`config.mk`:
```
export PLATFORM = sky130hd
export DESIGN_NAME = pmem_arbiter
export DESIGN_NICKNAME = d
export VERILOG_FILES = /design/src/rtl/pmem_arbiter.sv
export SDC_FILE = /design/constraint.sdc
export NUM_CORES = 1
export LEC_CHECK = 0
export ABC_CLOCK_PERIOD_IN_PS = 46300
export CAP_MARGIN = 20
export CELL_PAD_IN_SITES_DETAIL_PLACEMENT = 1
export CELL_PAD_IN_SITES_GLOBAL_PLACEMENT = 2
export CORE_AREA = 2 2 533 535
export CTS_CLUSTER_SIZE = 16
export DETAILED_ROUTE_END_ITERATION = 7
export DIE_AREA = 0 0 535 537
export GPL_TIMING_DRIVEN = 1
export PLACE_DENSITY_LB_ADDON = 0.1
export SLEW_MARGIN = 5
export SYNTH_ARGS = -nofsm -noshare
export SYNTH_HDL_FRONTEND = slang
export SYNTH_SLANG_ARGS = --single-unit
```
`constraint.sdc`:
```
create_clock -name clk -period 46.3 [get_ports clk]
set_input_delay 4.63 -clock clk [delete_from_list [all_inputs] [get_ports clk]]
set_output_delay 4.63 -clock clk [all_outputs]
set_load 0.02 [all_outputs]
```
`src/rtl/pmem_arbiter.sv`:
```
// pmem_arbiter: shares one memory port between the I-cache and D-cache through an IDLE/SERVE/RESP FSM.
// Define PMEM_ARBITER_ROUND_ROBIN_EN to alternate grants on contention; otherwise D always wins.
module pmem_arbiter #(
    parameter int LINE_WIDTH = 256,
    parameter int ADDR_WIDTH = 32
) (
    input  logic                  clk,
    input  logic                  rst,
    input  logic                  i_pmem_read,
    input  logic [ADDR_WIDTH-1:0] i_pmem_address,
    output logic [LINE_WIDTH-1:0] i_pmem_rdata,
    output logic                  i_pmem_resp,
    input  logic                  d_pmem_read,
    input  logic                  d_pmem_write,
    input  logic [ADDR_WIDTH-1:0] d_pmem_address,
    input  logic [LINE_WIDTH-1:0] d_pmem_wdata,
    output logic [LINE_WIDTH-1:0] d_pmem_rdata,
    output logic                  d_pmem_resp,
    output logic                  pmem_read,
    output logic                  pmem_write,
    output logic [ADDR_WIDTH-1:0] pmem_address,
    output logic [LINE_WIDTH-1:0] pmem_wdata,
    input  logic [LINE_WIDTH-1:0] pmem_rdata,
    input  logic                  pmem_resp
);
    typedef enum logic [2:0] {IDLE, SERVE_I, SERVE_D, RESP_I, RESP_D} state_t;
    state_t                r_state, w_next;
    logic                  r_write;
    logic [ADDR_WIDTH-1:0] r_address;
    logic [LINE_WIDTH-1:0] r_wdata, r_line;
    logic                  w_d_req, w_d_wins, w_grant_i, w_grant_d;
    assign w_d_req = d_pmem_read | d_pmem_write;
`ifdef PMEM_ARBITER_ROUND_ROBIN_EN
    logic r_last_d;
    assign w_d_wins = ~r_last_d;
    always_ff @(posedge clk or posedge rst)
        if (rst) r_last_d <= 1'b0;
        else if (w_grant_i | w_grant_d) r_last_d <= w_grant_d;
`else
    assign w_d_wins = 1'b1;
`endif
    assign w_grant_d = (r_state == IDLE) & w_d_req & (~i_pmem_read | w_d_wins);
    assign w_grant_i = (r_state == IDLE) & i_pmem_read & ~w_grant_d;
    always_ff @(posedge clk or posedge rst)
        if (rst) r_state <= IDLE;
        else r_state <= w_next;
    always_comb begin
        w_next = r_state;
        case (r_state)
            IDLE:    w_next = w_grant_d ? SERVE_D : w_grant_i ? SERVE_I : IDLE;
            SERVE_I: w_next = pmem_resp ? RESP_I : SERVE_I;
            SERVE_D: w_next = pmem_resp ? RESP_D : SERVE_D;
            default: w_next = IDLE;
        endcase
    end
    // A D request with both strobes high is issued as a write.
    always_ff @(posedge clk or posedge rst) begin
        if (rst) begin
            r_write   <= 1'b0;
            r_address <= '0;
            r_wdata   <= '0;
            r_line    <= '0;
        end else begin
            if (w_grant_i | w_grant_d) begin
                r_write   <= w_grant_d & d_pmem_write;
                r_address <= w_grant_d ? d_pmem_address : i_pmem_address;
            end
            if (w_grant_d) r_wdata <= d_pmem_wdata;
            if (((r_state == SERVE_I) | (r_state == SERVE_D)) & pmem_resp) r_line <= pmem_rdata;
        end
    end
    always_comb begin
        pmem_read    = (r_state == SERVE_I) | ((r_state == SERVE_D) & ~r_write);
        pmem_write   = (r_state == SERVE_D) & r_write;
        pmem_address = r_address;
        pmem_wdata   = r_wdata;
        i_pmem_resp  = r_state == RESP_I;
        d_pmem_resp  = r_state == RESP_D;
        i_pmem_rdata = r_line;
        d_pmem_rdata = r_line;
    end
endmodule
```
* Yosys cells after proc, flatten, opt, wreduce, memory -nomap -nowiden
Cells that the tools add are included.
Widths: inputs -> output; s select.
** Word-level totals
- Memories :: 0
- Bits in read-only memories :: 0
- RAM bits :: 0
- Bits in registers :: 548
- Latch bits :: 0
- Output and inout bits :: 804
- Word-level logic and storage cells :: 29
** Operators by class
- $lt $le $gt $ge :: 0
- $mul :: 0
- Bitwise operators :: 13
- Reductions and logical operators :: 1
- $add $sub $neg :: 0
- Eq/ne operators :: 4
- Mux-type cells :: 6
- Shifts and indexed selects :: 0
- Divide/modulo/power cells :: 0
** Operators with widths (number)
- $mux 32 :: 1
- $pmux 3 s3 :: 1
- $and 1x1->1 :: 7
- $eq 3x2->1 const B :: 2
- $mux 2 :: 2
- $or 1x1->1 :: 4
- $eq 3x1->1 const B :: 1
- $eq 3x3->1 const B :: 1
- $logic_not 3->1 :: 1
- $mux 3 :: 1
- $not 1->1 :: 2
- $mux 1 :: 1

* Longest topological paths before layout
Gate-level depths: netlist (run 1).
- Depth in word-level cells :: 7
- Gate-level depth with buffers :: 7

* Least setup slack after synthesis (run 1)
OpenSTA, ideal clock, no wires.
- Path kind :: reg2out
- From :: reg r_state[0]
- To :: out pmem_write
- Cell stages (with the launch flop) :: 3
- Required time :: 41.670 ns
- Arrival time :: 1.283 ns
- Setup slack :: 40.387 ns
- Cell sequence :: dfrtp_1 > buf_4 > nor4bb_1
** On the way
- Longest elaborated chain between the ends :: 2
** RTL lines
- from (decl) :: RTL line 27 : state_t r_state, w_next;
- from (signal assigned) :: RTL line 46 : else r_state <= w_next;
- $eq 3x2->1 :: RTL line 74 : pmem_write = (r_state == SERVE_D) & r_write;
- $and 1x1->1 :: RTL line 74
- to (decl) :: RTL line 20 : output logic pmem_write,
No other way between the ends.

* Worst setup path in the final report (run 1)
- From :: in pmem_resp
- To :: reg r_line[197] (netlist: d_pmem_rdata[197])
** On the way
- Longest elaborated chain between the ends :: 1
** RTL lines
- from (decl) :: RTL line 24 : input logic pmem_resp
- $and 1x1->1 :: RTL line 69 : if (((r_state == SERVE_I) | (r_state == SERVE_D)) & pmem_resp) r_line <= pmem_rdata;
- to (signal assigned) :: RTL line 69
- to (decl) :: RTL line 30 : logic [LINE_WIDTH-1:0] r_wdata, r_line;
No other way between the ends.
A chain may end at the register's enable or synchronous reset.

==> results of run 1 <==
kinds of logic (layout without fill, tap and decap cells):
logic type             Yosys count  after routing  share of synthesized area (%)
AO/OA/AOI/OAI                   69             69                          2.271
XOR/XNOR                         1              1                        0.03850
buffers and inverters          330           1567                          11.56
flip-flops                     548            548                          60.27
multiplexers                   513            513                          25.38
other                            0             24                              0
AND/OR/NAND/NOR                 14             14                         0.4784
Yosys cell counts (2+ instances only):
master       n  area share (%)
mux2_1     224              11
clkbuf_1    10            0.16
buf_6       50             2.5
a2bb2oi_1   32             1.2
o22ai_1     32            0.88
nor2_1       3           0.049
buf_8        4            0.26
nor2b_1      2           0.055
dfrtp_1    548              60
buf_2        5            0.11
buf_4      257             8.5
buf_1        3           0.049
mux2_2     288              14
nor4bb_1     2           0.088
final cells by class:
cell class	count	area [sq um]	share of cell area, %
multi-input cells	597	6426	15.34
repair buffers	1405	14040	33.50
clock buffers	135	2577	6.151
flip-flops and latches	548	13710	32.73
diodes	24	60.06	0.1433
clock inverters	26	390.4	0.9317
well taps	3743	4683	11.18
inverters	1	11.26	0.02688
per-layer routing:
layer	GRT usage, %	vias up	part of all wire [%]
li1	-	7308	-
met1	10.66	8710	35
met2	17.87	1044	49
met3	6.380	268	14
met4	2.155	72	2.1
met5	0	-	0.29
final timing paths:
| kind | from | endpoint | slack [ps] | cells past startpoint |
|---|---|---|---|---|
| max reg2reg | r_state[1] | d_pmem_rdata[197] | 41170 | 7 |
| min in group asynchronous | rst | d_pmem_rdata[158] | 4370 | 2 |
| min reg2reg | pmem_wdata[174] | pmem_wdata[174] | 480 | 1 |
| min | pmem_wdata[174] | pmem_wdata[174] | 480 | 1 |
| max in group asynchronous | rst | d_pmem_rdata[112] | 38540 | 6 |
| max | pmem_resp | d_pmem_rdata[197] | 37470 | 7 |
worst register-to-register path, delay by kind of cell, from the launching register on:
kind	cells	cell delay [ps]
buffers and inverters	4	2980
and+or+nand+nor	1	730
DFF	1	580
muxes	1	520
xor gates and xnor gates	1	180
through the flow:
step | utilization (%) | instances | area, sq um | worst slack [ps] | total power, uW
final | 14.89 | 6479 | 41900 | 37470 | 3470
after global routing | 14.88 | 6458 | 41850 | 37100 | 3681
after CTS | 14.87 | 6455 | 41840 | 37350 | 3587
after detailed placement | 13.82 | 6294 | 38870 | 36560 | 2841
after global placement | 13.82 | 6294 | 38870 | 36700 | 2845
after floorplan | - | 1475 | 22750 | 26350 | 1889
placed cells by master, fill, tap and decap left out, types with 18 or more instances in the layout:
master / count
clkbuf_16: 87
mux2_1: 224
o22ai_1: 32
buf_4: 18
clkdlybuf4s50_1: 1385
clkbuf_8: 22
a2bb2oi_1: 32
clkbuf_1: 26
mux2_2: 288
dfrtp_1: 548
diode_2: 24
state kept, by name, summed over array words and instances, names as in the netlist:
name and flops:
r_write 1, r_state 3, pmem_address 32, pmem_wdata 256
d_pmem_rdata 256
power by group through the flow:
stage	combinational [uW]	clock, uW	sequential (uW)
final	1800	692	980
after global routing	1900	754	1020
after CTS	1850	740	999
after detailed placement	1840	0	1000
after global placement	1850	0	995
after floorplan	716	0	1170
==> impl_metrics.yaml, run 1 <==
pwr:
  power.share.switching_pct: 41.84
  ir_drop_mv: 0.02664
  internal_power_uw: 2018
  combPwrFrac_pct: 51.8
  p_leak_uw: 0.01557
  seq_power_share_pct: 28.2
  clkPwrFrac_pct: 19.9
  switching_power_uw: 1452
  power_per_cell_area_nw_per_um2: 82.83
grt:
  grt-ovfl-total: 0
  first_global_vias: 19530
  grt_max_degree: 129
  grt_use_total_pct: 10.37
  antenna_found_initial: 106
  grt_first_pass_wirelength_mm: 200.1
logic_synthesis:
  synth-edff-count: 0
  synth_cells: 1475
  ys_ff_latch: 548
  syn_nets: 2057
  syn_area_sq_um: 22750
  synth_cell_type_count: 29
  postSynthAreaPerCell_sq_um: 15.43
  ys.warnings.count: 0
  synth-main-ff-cell: "dfrtp_1"
  yosysSeqAreaShare_pct: 60.27
  async_flop_share_pct: 100.0
layout:
  nNetsFinal: 3222
  num-fill-cells: 31870
  area_delta_synth_final_pct: 84.15
  final_layout_size_suffix_gt1_share_pct: 16.56
die:
  coreArea_sq_um: 281300
  die-area_sq_um: 287300
  rows: 195
  die_x_um: 535
  start_util_pct: 8.088
  io_pins: 1386
  die_h_um: 537
setup_path:
  path_buf_inv: 5
  start_kind: "primary input"
  cpMostUsedCell: "buf_4"
  critPathCaptureType: "flip-flop"
  crit_required_ps: 46870
  path_class: "primary input to flip-flop"
  cp_cell_sequence: "clkdlybuf4s50_1 -> nor3b_4 -> buf_4 -> buf_4 -> buf_4 -> buf_4 -> mux2_2"
  crit_family: "buffers and inverters"
  slowest_stage: "buf_4"
  cpPeakStageDelay_ps: 800
  crit_path_max_fanout: 64
  worstPathArrival_ps: 9400
outcome:
  status: "complete, no violations"
flow_run:
  drv_cap: 0
sta:
  fin_skew_ps: 54.06
  worstMarginPinSlew_ps: 1032
  fin_crit_ps: 8833
  relSlewSlack_pct: 31.20
  holdWs_ps: 482.6
  drv_slew: 0
  rsz0062_at_grt: "no"
  fin_setup_tns_ps: 0
  fin_crit_sh_pct: 19.08
  fmaxAchievable_mhz: 113.2
  setup_viol: 0
  hold_viol: 0
place:
  finalWeightedCongestion: 0.7558
  dp_hpwl_mm: 126.0
  io_buffers: 1385
clock_network:
  cts_resized: 0
  clockBufferDepth: 3
  post_cts_buffers: 0
  root_buffer: "clkbuf_16"
  postCtsHoldBufs: 0
  clkSinkCount: 548
  htreeDepth: 3
  clkTransAtPathRegs_ps: 60
  cts_tree: "done"
  cts_inserted_buffers: 87
  clk_latency_ps: 710
detailed_routing:
  viasPerCell: 2.686
  routedWlPerCell_um: 23.74
  firstDrtPassIters: 4
  vias: 17400
  drc: 0
  first_iter_violations: 450
  ant_nets: 0
  drt_wl_total_mm: 153.8
worst_hold_path:
  hold_class: "flip-flop to flip-flop"
(Power assumes the default switching activity.)
==> run 2: changes to the inputs <==
--- a/config.mk
+++ b/config.mk
@@ -5,14 +5,14 @@
 export SDC_FILE = /design/constraint.sdc
 export NUM_CORES = 1
 export LEC_CHECK = 0
-export ABC_CLOCK_PERIOD_IN_PS = 46300
+export ABC_CLOCK_PERIOD_IN_PS = 7500
 export CAP_MARGIN = 20
 export CELL_PAD_IN_SITES_DETAIL_PLACEMENT = 1
 export CELL_PAD_IN_SITES_GLOBAL_PLACEMENT = 2
-export CORE_AREA = 2 2 533 535
+export CORE_AREA = 2 2 548 550
 export CTS_CLUSTER_SIZE = 16
 export DETAILED_ROUTE_END_ITERATION = 7
-export DIE_AREA = 0 0 535 537
+export DIE_AREA = 0 0 550 552
 export GPL_TIMING_DRIVEN = 1
 export PLACE_DENSITY_LB_ADDON = 0.1
 export SLEW_MARGIN = 5
==> constraint.sdc (replaced) <==
create_clock -name clk -period 7.5 [get_ports clk]
set_input_delay 0.75 -clock clk [delete_from_list [all_inputs] [get_ports clk]]
set_output_delay 0.75 -clock clk [all_outputs]
set_load 0.02 [all_outputs]
==> impl_metrics.yaml, run 2 (same netlist as run 1, synthesis figures left out) <==
layout:
  finalInstanceArea_sq_um: 42330
  fin_util_pct: 14.19
  nNetsFinal: 3227
  num-fill-cells: 33880
  final_layout_size_suffix_gt1_share_pct: 16.84
  area_delta_synth_final_pct: 86.05
  layout_commonest_cell: "clkdlybuf4s50_1"
  final_cell_mix: "1385 x clkdlybuf4s50_1, 548 x dfrtp_1, 288 x mux2_2"
sta:
  rsz0062_at_grt: "no"
  drv_slew: 0
  fin_skew_ps: 39.81
  holdWs_ps: 376.7
  fin_crit_sh_pct: 46.41
  hold_viol: 0
  setup_viol: 0
  worstMarginPinSlew_ps: 966.3
  fin_setup_tns_ps: 0
  layout_setup_ws_ps: 4019
  fmaxAchievable_mhz: 287.3
  fin_crit_ps: 3481
  relSlewSlack_pct: 35.58
detailed_routing:
  viasPerCell: 2.604
  routedWlPerCell_um: 24.26
  firstDrtPassIters: 4
  drt_wl_total_mm: 162.6
  vias: 17450
  ant_nets: 0
  first_iter_violations: 574
  drc: 0
pwr:
  combPwrFrac_pct: 52.3
  clkPwrFrac_pct: 20.2
  seq_power_share_pct: 27.5
  power_per_cell_area_nw_per_um2: 513.2
  internal_power_uw: 12590
  p_leak_uw: 0.01564
  power.share.switching_pct: 42.03
  switching_power_uw: 9131
  ir_drop_mv: 0.1819
die:
  start_util_pct: 7.628
  die-area_sq_um: 303600
  io_pins: 1386
  coreArea_sq_um: 298300
  rows: 201
  die_x_um: 550
  die_h_um: 552
clock_network:
  cts_resized: 0
  clk_latency_ps: 780
  clkSinkCount: 548
  postCtsHoldBufs: 0
  clkTransAtPathRegs_ps: 50
  post_cts_buffers: 0
  htreeDepth: 3
  clockBufferDepth: 4
  cts_tree: "done"
  cts_inserted_buffers: 91
  root_buffer: "clkbuf_16"
flow_run:
  drv_cap: 0
setup_path:
  crit_path_max_fanout: 89
  crit_required_ps: 8170
  worstPathArrival_ps: 4150
  critPathCaptureType: "flip-flop"
  path_class: "flip-flop to flip-flop"
  start_kind: "flip-flop"
place:
  post_dp_cell_area_sq_um: 39220
  dp_hpwl_mm: 134.7
  io_buffers: 1385
  dp_slack_ps: 3291
  finalWeightedCongestion: 0.7905
grt:
  grt_max_degree: 121
  grt_use_total_pct: 10.44
  grt-ovfl-total: 0
  first_global_vias: 19560
  antenna_found_initial: 113
  grt_first_pass_wirelength_mm: 209.6
outcome:
  status: "complete, no violations"
worst_hold_path:
  hold_class: "primary input to async pin"
run 2: worst paths after layout:
check	start	to	slack [ps]	cells past startpoint
worst max-delay path	r_state[1]	pmem_wdata[16]	4020	6
worst min-delay path	rst	pmem_wdata[89]	380	2
worst max register to register	r_state[1]	pmem_wdata[16]	4020	6
worst min register to register	pmem_wdata[134]	pmem_wdata[134]	480	1
max in group asynchronous	rst	pmem_wdata[4]	5410	4
min in group clk	pmem_wdata[134]	pmem_wdata[134]	480	1
run 2: worst max-delay path, stage by stage, from the launching register on:
cell,delay (ps)
dfrtp_1,510
nor3_4,220
buf_4,410
nor2b_4,510
buf_12,400
buf_4,600
mux2_2,410
run 2: area by class of cell:
class / instances / area [sq um] / area share [%]
Timing Repair Buffer: 1406 / 14120 / 33.36
Sequential cell: 548 / 13710 / 32.39
Multi-Input combinational cell: 597 / 6426 / 15.18
Tap cell: 3958 / 4952 / 11.70
Clock buffer: 137 / 2710 / 6.402
Clock inverter: 25 / 325.3 / 0.7685
Antenna cell: 31 / 77.57 / 0.1832
Inverter: 1 / 7.507 / 0.01773
run 2: per-layer routing:
layer	GRT usage, %	vias to the layer above	wire length, um
li1	-	7337	-
met1	10.87	8666	58250
met2	16.90	1070	74960
met3	6.675	290	23200
met4	3.632	90	5596
met5	0	-	597
run 2: stage by stage:
| stage | cells | total power (uW) |
|---|---|---|
| 3_5_place_dp | 6510 | 17740 |
| 4_1_cts | 6672 | 22470 |
| 3_3_place_gp | 6510 | 17760 |
| 5_1_grt | 6680 | 23070 |
| 2_1_floorplan | 1475 | 11660 |
| 6_report | 6703 | 21730 |
run 2: power by group through the flow:
stage               combinational (uW)  sequential (uW)  clock, uW
floorplan                         4420             7240          0
global placement                 11700             6050          0
detailed placement               11700             6080          0
CTS                              11700             6080       4700
global route                     12000             6260       4780
finish                           11400             5970       4400
